<file path="config.mk">
export PLATFORM = sky130hd
export DESIGN_NAME = uart_send_flat
export DESIGN_NICKNAME = d
export VERILOG_FILES = /design/src/rtl/uart_send_if.sv /design/src/rtl/uart_send.sv /design/src/flat_wrapper.sv
export SDC_FILE = /design/constraint.sdc
export NUM_CORES = 1
export LEC_CHECK = 0
export CAP_MARGIN = 40
export CORE_ASPECT_RATIO = 0.9
export CORE_MARGIN = 1.5
export CORE_UTILIZATION = 40
export DETAILED_ROUTE_END_ITERATION = 8
export PLACE_DENSITY = 0.67
export SLEW_MARGIN = 20
export SYNTH_ARGS = -nofsm -noshare
export SYNTH_HDL_FRONTEND = slang
export SYNTH_SLANG_ARGS = --single-unit
export TNS_END_PERCENT = 20
</file>
<file path="constraint.sdc">
create_clock -name sclk -period 5.1 [get_ports sclk]
set_clock_uncertainty 0.15 [all_clocks]
set_input_delay 0.765 -clock sclk [delete_from_list [all_inputs] [get_ports sclk]]
set_output_delay 0.765 -clock sclk [all_outputs]
set_load 0.03 [all_outputs]
</file>
<file path="src/rtl/uart_send_if.sv">
// rtl/uart_send_if.sv - byte write port of the buffered UART transmitter
// Producer drives the write strobe/data; transmitter returns FIFO status.
interface uart_send_if;
  logic       wr_en;
  logic [7:0] wr_data;
  logic       fifo_full;
  logic       overflow;

  modport master (
    output wr_en,
    output wr_data,
    input  fifo_full,
    input  overflow
  );

  modport slave (
    input  wr_en,
    input  wr_data,
    output fifo_full,
    output overflow
  );
endinterface

</file>
<file path="src/rtl/uart_send.sv">
// rtl/uart_send.sv - buffered 8N1 UART transmitter with byte FIFO
// Bytes queue in a small FIFO; the FSM pops one per frame and serialises it LSB first.
module uart_send #(
  parameter int CLK_FREQ   = 50_000_000,
  parameter int FIFO_DEPTH = 8
) (
  input  logic       sclk,
  input  logic       rst,
  input  logic [2:0] Baud_set,
  uart_send_if.slave wr_if,
  output logic       uart_tx,
  output logic       tx_busy,
  output logic       tx_done
);

  localparam int AW = $clog2(FIFO_DEPTH);
  localparam int CW = AW + 1;
  localparam logic [CW-1:0] FULL_CNT = CW'(FIFO_DEPTH);

  localparam logic [15:0] DIV_9600   = 16'(CLK_FREQ / 9600);
  localparam logic [15:0] DIV_19200  = 16'(CLK_FREQ / 19200);
  localparam logic [15:0] DIV_38400  = 16'(CLK_FREQ / 38400);
  localparam logic [15:0] DIV_57600  = 16'(CLK_FREQ / 57600);
  localparam logic [15:0] DIV_115200 = 16'(CLK_FREQ / 115200);

  typedef enum logic [1:0] {IDLE, START, DATA, STOP} state_t;

  state_t        state_q, state_d;
  logic [7:0]    mem_q [FIFO_DEPTH];
  logic [AW-1:0] wr_ptr_q, wr_ptr_d;
  logic [AW-1:0] rd_ptr_q, rd_ptr_d;
  logic [CW-1:0] count_q, count_d;
  logic [15:0]   div_q, div_d;
  logic [15:0]   baud_cnt_q, baud_cnt_d;
  logic [2:0]    bit_idx_q, bit_idx_d;
  logic [7:0]    shift_q, shift_d;
  logic          tx_q, tx_d;
  logic          busy_q, busy_d;
  logic          done_q, done_d;
  logic          full_q, full_d;
  logic          ovf_q, ovf_d;
  logic          push, pop, bit_end;
  logic [15:0]   baud_div;

  always_comb begin
    baud_div = DIV_9600;
    case (Baud_set)
      3'd1:    baud_div = DIV_19200;
      3'd2:    baud_div = DIV_38400;
      3'd3:    baud_div = DIV_57600;
      3'd4:    baud_div = DIV_115200;
      default: baud_div = DIV_9600;
    endcase
  end

  // Fullness comes from the registered count, so a pop in the same cycle cannot rescue a write.
  assign push    = wr_if.wr_en && !full_q;
  assign bit_end = (baud_cnt_q == div_q - 16'd1);

  always_comb begin
    state_d    = state_q;
    bit_idx_d  = bit_idx_q;
    div_d      = div_q;
    shift_d    = shift_q;
    baud_cnt_d = baud_cnt_q;
    pop        = 1'b0;
    done_d     = 1'b0;

    case (state_q)
      IDLE: begin
        if (count_q != '0) begin
          pop     = 1'b1;
          state_d = START;
        end
      end
      START: begin
        if (bit_end) state_d = DATA;
      end
      DATA: begin
        if (bit_end) begin
          bit_idx_d = bit_idx_q + 3'd1;
          if (bit_idx_q == 3'd7) state_d = STOP;
        end
      end
      STOP: begin
        if (bit_end) begin
          done_d = 1'b1;
          if (count_q != '0) begin
            pop     = 1'b1;
            state_d = START;
          end else begin
            state_d = IDLE;
          end
        end
      end
      default: state_d = IDLE;
    endcase

    // The divider is captured per frame so Baud_set changes only affect the next frame.
    if (pop) begin
      shift_d   = mem_q[rd_ptr_q];
      div_d     = baud_div;
      bit_idx_d = 3'd0;
    end

    if (state_q == IDLE || bit_end) baud_cnt_d = 16'd0;
    else                            baud_cnt_d = baud_cnt_q + 16'd1;
  end

  always_comb begin
    tx_d = 1'b1;
    case (state_q)
      IDLE:    tx_d = 1'b1;
      START:   tx_d = 1'b0;
      DATA:    tx_d = shift_q[bit_idx_q];
      STOP:    tx_d = 1'b1;
      default: tx_d = 1'b1;
    endcase
  end

  always_comb begin
    wr_ptr_d = wr_ptr_q;
    rd_ptr_d = rd_ptr_q;
    count_d  = count_q;
    if (push) wr_ptr_d = wr_ptr_q + AW'(1);
    if (pop)  rd_ptr_d = rd_ptr_q + AW'(1);
    case ({push, pop})
      2'b10:   count_d = count_q + CW'(1);
      2'b01:   count_d = count_q - CW'(1);
      default: count_d = count_q;
    endcase
    full_d = (count_d == FULL_CNT);
    ovf_d  = wr_if.wr_en && full_q;
    busy_d = (state_q != IDLE) || (count_q != '0);
  end

  always_ff @(posedge sclk) begin
    if (push) mem_q[wr_ptr_q] <= wr_if.wr_data;
  end

  always_ff @(posedge sclk or negedge rst) begin
    if (!rst) begin
      state_q    <= IDLE;
      wr_ptr_q   <= '0;
      rd_ptr_q   <= '0;
      count_q    <= '0;
      div_q      <= DIV_9600;
      baud_cnt_q <= 16'd0;
      bit_idx_q  <= 3'd0;
      shift_q    <= 8'd0;
      tx_q       <= 1'b1;
      busy_q     <= 1'b0;
      done_q     <= 1'b0;
      full_q     <= 1'b0;
      ovf_q      <= 1'b0;
    end else begin
      state_q    <= state_d;
      wr_ptr_q   <= wr_ptr_d;
      rd_ptr_q   <= rd_ptr_d;
      count_q    <= count_d;
      div_q      <= div_d;
      baud_cnt_q <= baud_cnt_d;
      bit_idx_q  <= bit_idx_d;
      shift_q    <= shift_d;
      tx_q       <= tx_d;
      busy_q     <= busy_d;
      done_q     <= done_d;
      full_q     <= full_d;
      ovf_q      <= ovf_d;
    end
  end

  assign uart_tx         = tx_q;
  assign tx_busy         = busy_q;
  assign tx_done         = done_q;
  assign wr_if.fifo_full = full_q;
  assign wr_if.overflow  = ovf_q;

endmodule

</file>
<file path="src/flat_wrapper.sv">
// flat-port wrapper written by rule: the top's interface ports become plain ports
module uart_send_flat 
#(
  parameter int CLK_FREQ   = 50_000_000,
  parameter int FIFO_DEPTH = 8
)
  (sclk, rst, Baud_set, uart_tx, tx_busy, tx_done, wr_if_wr_en, wr_if_wr_data, wr_if_fifo_full, wr_if_overflow);
  uart_send_if wr_if_i ();
  input  logic sclk;
  input  logic rst;
  input  logic [2:0] Baud_set;
  output logic uart_tx;
  output logic tx_busy;
  output logic tx_done;
  input wire logic [$bits(wr_if_i.wr_en)-1:0] wr_if_wr_en;
  input wire logic [$bits(wr_if_i.wr_data)-1:0] wr_if_wr_data;
  output wire logic [$bits(wr_if_i.fifo_full)-1:0] wr_if_fifo_full;
  output wire logic [$bits(wr_if_i.overflow)-1:0] wr_if_overflow;
  assign wr_if_i.wr_en = wr_if_wr_en;
  assign wr_if_i.wr_data = wr_if_wr_data;
  assign wr_if_fifo_full = wr_if_i.fifo_full;
  assign wr_if_overflow = wr_if_i.overflow;
  uart_send #(.CLK_FREQ(CLK_FREQ), .FIFO_DEPTH(FIFO_DEPTH)) u_core (.sclk(sclk), .rst(rst), .Baud_set(Baud_set), .wr_if(wr_if_i), .uart_tx(uart_tx), .tx_busy(tx_busy), .tx_done(tx_done));
endmodule
</file>
* Word-level counts from Yosys, hierarchy flattened *
Memories as Yosys holds them, arrays and structs flattened. A register that Yosys moved wholly into a read port is not among the register bits.
Index checks and enable logic that the tools add are counted.

cells by class
  add/subtract/negate cells = 7
  reductions and logical operators = 14
  eq/ne operators = 17
  magnitude comparators = 1
  multiplexer cells = 23

operators by type and width
  operator                                                number
  case mux 13 bit (4 select lines)                        1
  adder 16 x 1 -> 16 bit (second input constant)          1
  == test 16 bit                                          1
  2-to-1 mux 16 bit                                       1
  subtractor 16 x 1 -> 16 bit (second input constant)     1
  2-to-1 mux 2 bit                                        5
  inequality test 2 x 1 -> 1 bit (second input constant)  5
  adder 3 x 1 -> 3 bit (second input constant)            3
  2-to-1 mux 3 bit                                        3
  2-to-1 mux 1 bit                                        8
  case mux 2 bit (4 select lines)                         1
  case mux 4 bit (2 select lines)                         1
  == test 2 bit (second input constant)                   3
  == test 3 x 2 -> 1 bit (second input constant)          2
  == test 3 bit (second input constant)                   2
  nonzero test 2 bit                                      3
  AND reduction 5 bit                                     1
  adder 4 x 1 -> 4 bit (second input constant)            1
  == test 2 x 1 -> 1 bit (second input constant)          2
  == test 4 bit (second input constant)                   1
  < comparator 3 x 4 -> 1 bit (second input constant)     1
  nonzero test 4 bit                                      1
  subtractor 4 x 1 -> 4 bit (second input constant)       1
  binary-select mux 1 bit (select 3 bit)                  1
  9 further kinds                                         12

storage, ports and cells
  memories kept = 1
  logic and storage cells = 75
  memory bits (writable) = 64
  bits in registers = 52

memory list
  name          words  width  read ports  clocked after Yosys merged registers in  wr ports  line             RTL
  u_core.mem_q  8      8      1           1                                        1         uart_send.sv:29  logic [7:0] mem_q [FIFO_DEPTH];

* Logic depth before layout (Yosys ltp) *
Gate-level depths: netlist (run 1).

  depth after elaboration = 7
  gate-level depth with buffers = 19
  mapped depth without buffers = 17

* Worst setup path before layout (run 1) *
Ideal clock, no wire load.

  kind = register to register
  start point = register u_core.div_q[3]
  end point = register u_core.full_q (netlist: u_core.wr_if.fifo_full)
  stages on the path, launching flop included = 19
  data required time = 4.845 ns
  slack = 0.977 ns
  data arrival time = 3.868 ns
  period minus slack after synthesis = 4.123 ns
  cell sequence = dfstp_2 buf_6 or4_4 nor4_1 mux2i_1 nand4_1 nor4_4 o21ai_4 buf_6 inv_1 ha_1 clkbuf_1 xor2_1 ha_1 a21oi_1 xor2_1 nor2_1 xor2_1 nor4b_1

on the way
  cells in the longest elaborated chain, start to end = 7
  elaborated cells between the ends (all ways) = 8
  those cells by class = add/sub: 1; eq/ne: 4; mux: 3

RTL lines
  element                                                         line              RTL
  from (decl)                                                     uart_send.sv:33   logic [15:0] div_q, div_d;
  from (signal assigned)                                          uart_send.sv:161  div_q <= div_d;
  subtractor 16 x 1 -> 16 bit *                                   uart_send.sv:58   assign bit_end = (baud_cnt_q == div_q - 16'd1);
  == test 16 bit *                                                uart_send.sv:58
  2-to-1 mux 1 bit *                                              uart_send.sv:86   if (bit_end) begin
  case mux 1 bit (2 select lines) *                               uart_send.sv:69   case (state_q)
  == test 2 x 1 -> 1 bit / == test 2 bit (equally long branches)  uart_send.sv:127  case ({push, pop})
  case mux 4 bit (2 select lines) *                               uart_send.sv:127
  named net u_core.count_d[2]                                     uart_send.sv:32   logic [CW-1:0] count_q, count_d;
  == test 4 bit *                                                 uart_send.sv:132  full_d = (count_d == FULL_CNT);
  named net u_core.full_d                                         uart_send.sv:40   logic full_q, full_d;
  to (signal assigned)                                            uart_send.sv:168  full_q <= full_d;
  to (decl)                                                       uart_send.sv:40

The timed path passes the listed nets; every way through them passes the cells marked *.
A chain may end at the register's enable or synchronous reset.

* Final worst setup path (run 1) *
  start point = register u_core.div_q[1]
  end point = register u_core.full_q (netlist: u_core.wr_if.fifo_full)

The elaborated chain is that of the path after synthesis.

==> results of run 1 <==
==> layout make-up <==
| cell class | instances | area (sq um) |
|---|---|---|
| repair buffers | 26 | 235 |
| clock inverters | 12 | 179 |
| well taps | 193 | 241 |
| flip-flops and latches | 120 | 3330 |
| fillers | 1245 | 7290 |
| inverters | 19 | 71.3 |
| clock buffers | 20 | 437 |
| multi-input cells | 277 | 2270 |
==> cell families after synthesis <==
logic type | count (synthesis) | share of synthesized area, %
simple gates | 143 | 12.9
flops | 120 | 57.8
mux | 45 | 12.7
xor+xnor | 39 | 5.92
compound gates | 36 | 4.77
buf+inv | 36 | 2.93
fa+ha+maj | 14 | 3.04
==> registers in the layout, summed over array words and instances (netlist names) <==
signal,count
u_core.mem_q,64
u_core.baud_cnt_q,16
u_core.div_q,12
u_core.shift_q,8
u_core.count_q,4
u_core.bit_idx_q,3
u_core.rd_ptr_q,3
u_core.wr_ptr_q,3
u_core.state_q,2
u_core.tx_busy,1
u_core.tx_done,1
u_core.uart_tx,1
u_core.wr_if.fifo_full,1
u_core.wr_if.overflow,1
==> path summary, 6_finish.rpt <==
path                                  start                      to  cells after the start
setup / recovery            u_core.div_q[1]  u_core.wr_if.fifo_full                     15
hold / removal             u_core.div_q[10]        u_core.div_q[10]                      2
setup reg to reg            u_core.div_q[1]  u_core.wr_if.fifo_full                     15
hold reg to reg            u_core.div_q[10]        u_core.div_q[10]                      2
max in group asynchronous               rst       u_core.count_q[1]                      2
min in group asynchronous               rst       u_core.shift_q[4]                      2
==> per-stage QoR <==
stage,worst slack (ns),instances,utilization (%)
2_1_floorplan,0.977,433,-
3_3_place_gp,1.08,631,43.5
3_5_place_dp,0.913,632,43.6
4_1_cts,0.842,664,48.0
5_1_grt,0.688,667,48.1
6_report,0.888,667,48.1
==> cell usage in the layout, fill, tap and decap left out, types with 8 or more instances in the layout <==
cell	count
dfrtp_1	50
buf_4	8
nor3_1	11
clkdlybuf4s50_1	17
mux2_4	8
xor2_1	17
mux2_2	11
mux4_2	18
ha_1	14
xnor2_1	22
nor2_1	39
mux2i_1	8
nand3_1	11
nand2_1	39
edfxtp_1	64
clkbuf_16	17
inv_1	18
==> worst min-delay path, cell delays in order (launching register included) <==
cell and delay (ns):
dfstp_2 0.38, inv_1 0.05, mux2i_1 0.06
==> power groups by stage <==
stage	combinational (uW)	sequential (uW)	clock [uW]
after floorplan	1040	1420	0
after global placement	1180	1520	0
after detailed placement	1210	1540	0
after CTS	1220	1520	1280
after global routing	1350	1550	1320
final	1210	1520	1250
==> metal layers <==
metal | vias to the layer above | routed length [um] | part of all wire, %
met4 | 0 | 116 | 1.1
met5 | - | 0 | 0
met2 | 55 | 5360 | 49
met1 | 1729 | 5070 | 46
met3 | 10 | 376 | 3.4
li1 | 1638 | - | -
==> results.py, run 1 <==
metrics = {
    "outcome": {
        "status": "finished, final reports clean",
    },
    "routing": {
        "drc_errors": 0,
        "first_pass_iters": 4,
        "final_antenna_net_count": 0,
        "viasPerCell": 5.15,
        "wirelength_um": 10900,
        "wl_per_cell_um": 16.4,
        "drt-initial-drc-count": 219,
        "routed-via-count": 3432,
    },
    "clocking": {
        "clock-sinks": 120,
        "path_clk_slew_ns": 0.06,
        "cts-root-buf": "clkbuf_16",
        "postCtsSetupBuffers": 0,
        "cts-resized-gates": 0,
        "cts_made_buffers": 17,
        "cts_tree": "done",
        "htreeDepth": 4,
        "worstSkewPairLatency_ns": 0.42,
        "holdBufCountCts": 0,
        "cts_buffer_depth": 2,
    },
    "synthesis": {
        "yosysWarnings": 0,
        "synth_cell_types": 56,
        "synthCells": 433,
        "synth-edff-count": 64,
        "synthTopCellsByArea": "edfxtp_1 33%, dfrtp_1 22%, mux4_2 7.0%, xnor2_1 3.3%, ha_1 3.0%",
        "yosysTopAreaCell": "edfxtp_1",
        "synthTopCellsByCount": "64 x edfxtp_1, 50 x dfrtp_1, 39 x nand2_1, 39 x nor2_1, 22 x xnor2_1",
        "ys_seq_area_share_pct": 57.8,
        "ys_ff_latch": 120,
        "syn_area_per_cell_sq_um": 13.3,
        "async_reset_ff_share_pct": 46.7,
        "syn_nets": 461,
        "yosysMostFrequentCell": "edfxtp_1",
        "synth_ff_type": "edfxtp_1",
        "synth_top_area_share_pct": 33.3,
        "syn_area_sq_um": 5770,
    },
    "timing": {
        "hold_viol": 0,
        "finalCritPeriodShare_pct": 82.6,
        "setup_viol": 0,
        "fin_crit_ns": 4.21,
        "relSlewSlack_pct": 44.4,
        "tns_ns": 0,
        "max_freq_mhz": 237,
        "final-max-slew-violation-count": 0,
        "whs_ns": 0.342,
        "grt_setup_unrepaired": "no",
        "tightestPinTransition_ns": 0.829,
    },
    "worst_setup_path": {
        "worst-r2r-setup-slack_ns": 0.89,
        "critPathRequiredTime_ns": 5.25,
        "slowest_delay_ns": 0.58,
        "path_class": "reg2reg",
        "crit_top_cell": "xor2_1",
        "worstPathCellList": "or4_4 -> nor4_1 -> mux2i_1 -> nand4_1 -> nor4_4 -> o21ai_4 -> inv_1 -> ha_1 -> xor2_1 -> ha_1 -> a21oi_1 -> xor2_1 -> nor2_1 -> xor2_1 -> nor4b_1",
        "crit_fanout": 7,
        "critPathLaunchType": "flip-flop",
        "cpMaxStageDelayCell": "or4_4",
        "cp-end-kind": "flip-flop",
        "worst-path-buf-inv": 1,
        "cpLargestDelayFamily": "simple AND/OR/NAND/NOR gates",
        "arrival_ns": 4.36,
    },
    "power_and_ir_drop": {
        "power_uw": 3980,
        "p_sw_uw": 1290,
        "clkPwrFrac_pct": 31.5,
        "comb_power_share_pct": 30.4,
        "power_density_nw_per_um2": 589,
        "ir_drop_v": 0.000358,
        "intPower_uw": 2690,
        "seq_power_share_pct": 38.1,
        "switching_share_pct": 32.4,
        "power_leakage_uw": 0.00266,
    },
    "grt": {
        "grt_use_met1_pct": 20.5,
        "first_global_vias": 3521,
        "grt_first_pass_wirelength_um": 18000,
        "gr-usage-all-layers_pct": 16.2,
        "grt.overflow.total": 0,
        "grt-busiest-layer": "met2",
        "grtUsageMet3_pct": 4.91,
        "grt_use_met2_pct": 26.3,
        "grt_max_degree": 57,
        "antenna_found_initial": 0,
    },
    "min_path": {
        "holdCritPathClass": "reg2reg",
    },
    "job": {
        "maxCapViolations": 0,
    },
    "die": {
        "start_util_pct": 41.0,
        "die_y_um": 117,
        "die_w_um": 130,
        "num_rows": 41,
        "die_area_sq_um": 15100,
        "io_pins": 19,
        "design.core.area_sq_um": 14100,
    },
    "placement": {
        "hpwl_um": 7100,
        "portBuffers": 18,
        "place_area_sq_um": 6130,
        "gp_congestion": 0.796,
    },
    "final_layout": {
        "drive_gt1_share_pct": 19.2,
        "antenna_cells": 0,
        "finalNetCount": 489,
        "design_area_sq_um": 6770,
        "areaGrowthSynthToFinish_pct": 17.3,
    },
}
No activity file was read; power rests on OpenSTA's default activity.
==> run 2, diff against run 1 <==
==> constraint.sdc (replaced) <==
create_clock -name sclk -period 4 [get_ports sclk]
set_clock_uncertainty 0.15 [all_clocks]
set_input_delay 0.6 -clock sclk [delete_from_list [all_inputs] [get_ports sclk]]
set_output_delay 0.6 -clock sclk [all_outputs]
set_load 0.03 [all_outputs]
==> run 2 against run 1 <==
Compared with the run above:
- global-route usage up 0.17 points
- worst hold slack worse by 0.28 ns
- clock-buffer cell count down 2
- via count up 1.3%
- cell count up 1.8%
- clock power up 14%
- setup slack worse by 0.57 ns
- register-to-register slack worse by 0.57 ns
- core utilization up 0.55 points
==> results.py, run 2 (synthesized netlist as in run 1, its figures left out) <==
metrics = {
    "outcome": {
        "status": "finished, final reports clean",
    },
    "clocking": {
        "path_clk_slew_ns": 0.06,
        "worstSkewPairLatency_ns": 0.42,
        "cts_tree": "done",
        "cts_buffer_depth": 2,
        "htreeDepth": 4,
        "holdBufCountCts": 0,
        "cts-root-buf": "clkbuf_16",
        "cts_made_buffers": 17,
        "clock-sinks": 120,
    },
    "routing": {
        "viasPerCell": 5.12,
        "drc_errors": 0,
        "routed-via-count": 3475,
        "final_antenna_net_count": 0,
        "drt-initial-drc-count": 201,
        "first_pass_iters": 4,
        "wl_per_cell_um": 16.5,
        "wirelength_um": 11200,
    },
    "die": {
        "die_y_um": 117,
        "start_util_pct": 41.0,
        "die_w_um": 130,
        "die_area_sq_um": 15100,
        "num_rows": 41,
        "design.core.area_sq_um": 14100,
        "io_pins": 19,
    },
    "grt": {
        "grt_max_degree": 31,
        "first_global_vias": 3556,
        "grt.overflow.total": 0,
        "grt_first_pass_wirelength_um": 18300,
        "antenna_found_initial": 0,
        "gr-usage-all-layers_pct": 16.3,
    },
    "final_layout": {
        "areaGrowthSynthToFinish_pct": 18.7,
        "finalNonFillerCells": 679,
        "final_cell_mix": "64 x edfxtp_1, 50 x dfrtp_1, 39 x nor2_1, 39 x nand2_1, 22 x xnor2_1",
        "largest_register": "u_core.mem_q",
        "largest_reg_flops": 64,
        "finalNetCount": 502,
        "antenna_cells": 0,
        "drive_gt1_share_pct": 22.6,
        "post-route-util_pct": 48.7,
        "largestRegisters": "u_core.mem_q x64, u_core.baud_cnt_q x16, u_core.div_q x12",
        "fillers": 1232,
        "final_common_cell": "edfxtp_1",
    },
    "timing": {
        "fin_crit_ns": 3.68,
        "grt_setup_unrepaired": "no",
        "setup_viol": 0,
        "tightestPinTransition_ns": 0.723,
        "hold_viol": 0,
        "max_freq_mhz": 271,
        "final-max-slew-violation-count": 0,
        "finalCritPeriodShare_pct": 92.1,
        "relSlewSlack_pct": 51.3,
    },
    "worst_setup_path": {
        "arrival_ns": 3.85,
        "critPathRequiredTime_ns": 4.17,
        "worst-path-buf-inv": 2,
        "cpLargestDelayFamily": "simple AND/OR/NAND/NOR gates",
        "cpMaxStageDelayCell": "dfrtp_1",
        "path_class": "reg2reg",
        "slowest_delay_ns": 0.43,
        "cp-end-kind": "flip-flop",
        "crit_top_cell": "xor2_1",
        "critPathLaunchType": "flip-flop",
        "worstPathCellList": "inv_1 -> ha_1 -> nor4b_4 -> nor4b_1 -> nor4_1 -> a31oi_2 -> nor4_4 -> o21ai_4 -> inv_2 -> ha_4 -> xor2_1 -> ha_1 -> a21oi_2 -> xor2_1 -> nor2_1 -> xor2_1 -> nor4b_2",
        "crit_fanout": 6,
    },
    "placement": {
        "portBuffers": 18,
        "dp_cells": 643,
        "gp_congestion": 0.798,
        "hpwl_um": 7460,
    },
    "power_and_ir_drop": {
        "intPower_uw": 3300,
        "power_density_nw_per_um2": 730,
        "comb_power_share_pct": 34.2,
        "switching_share_pct": 33.8,
        "seq_power_share_pct": 37.4,
        "power_leakage_uw": 0.00270,
        "power_uw": 4990,
        "clkPwrFrac_pct": 28.4,
        "ir_drop_v": 0.000427,
        "p_sw_uw": 1690,
    },
    "min_path": {
        "holdCritPathClass": "in2async",
    },
    "job": {
        "maxCapViolations": 0,
    },
}
## run 2: cell count changes in the layout (fill, tap and decap cells not counted), sizes merged
| cell | previous run | this run |
|---|---|---|
| buf | 9 | 22 |
| bufinv | 4 | 1 |
| clkbuf | 20 | 18 |
| clkinv | 7 | 8 |
| clkinvlp | 2 | 3 |
| inv | 18 | 20 |
## run 2: final cells by class
class,instances,area [sq um],share of cell area (%)
flip-flops and latches,120,3330,48.7
multi-input cells,277,2300,33.7
clock buffers,18,429,6.27
repair buffers,39,340,4.97
well taps,193,241,3.53
clock inverters,13,126,1.85
inverters,19,71.3,1.04
## run 2: power by group through the flow
stage / Sequential [uW] / Combinational [uW] / Clock (uW)
finish: 1870 / 1710 / 1420
global route: 1910 / 1900 / 1500
CTS: 1900 / 1650 / 1450
detailed placement: 1920 / 1640 / 0
global placement: 1900 / 1590 / 0
floorplan: 1820 / 1330 / 0
## run 2: path summary, 6_finish.rpt
| kind | slack, ns | from | to | depth (start not counted) |
|---|---|---|---|---|
| worst min-delay path | 0.06 | rst | u_core.tx_busy | 1 |
| worst max register to register | 0.32 | u_core.div_q[2] | u_core.wr_if.fifo_full | 17 |
| worst max-delay path | 0.32 | u_core.div_q[2] | u_core.wr_if.fifo_full | 17 |
| min in group sclk | 0.33 | u_core.count_q[3] | u_core.count_q[3] | 1 |
| worst min register to register | 0.33 | u_core.count_q[3] | u_core.count_q[3] | 1 |
| max in group asynchronous | 2.78 | rst | u_core.div_q[10] | 2 |
## run 2: through the flow
stage | worst slack [ns] | setup TNS (ns) | area [sq um] | hold slack, ns
after detailed placement | -0.0249 | -0.0249 | 6210 | 0.328
after global placement | 0.198 | 0 | 6200 | 0.331
after CTS | 0.0579 | 0 | 6770 | 0.0819
final | 0.316 | 0 | 6840 | 0.0575
after global routing | 0.0237 | 0 | 6840 | 0.0983
after floorplan | 0.0208 | 0 | 5770 | 0.154
## run 2: what timing repair did
item,in CTS,in global routing
buffers inserted,1,0
endpoints found under the hold margin,0,0
resized for setup,0,6
pin swaps,1,3
setup endpoints to repair,1,1
## run 2: routing by layer
| layer | up-vias | GRT usage (%) | wire [um] |
|---|---|---|---|
| met4 | 0 | 6.30 | 205 |
| met2 | 59 | 26.2 | 5360 |
| met5 | - | 0 | 0 |
| met3 | 19 | 4.95 | 362 |
| li1 | 1663 | - | - |
| met1 | 1734 | 21.1 | 5270 |
==> run 3, diff against run 2 <==
--- a/config.mk
+++ b/config.mk
@@ -10,6 +10,7 @@
 export CORE_MARGIN = 1.5
 export CORE_UTILIZATION = 40
 export DETAILED_ROUTE_END_ITERATION = 8
+export GPL_ROUTABILITY_DRIVEN = 0
 export PLACE_DENSITY = 0.67
 export SLEW_MARGIN = 20
 export SYNTH_ARGS = -nofsm -noshare
==> results of run 3 <==
No change in the layout: final DEF, timing and power equal those of run 2.
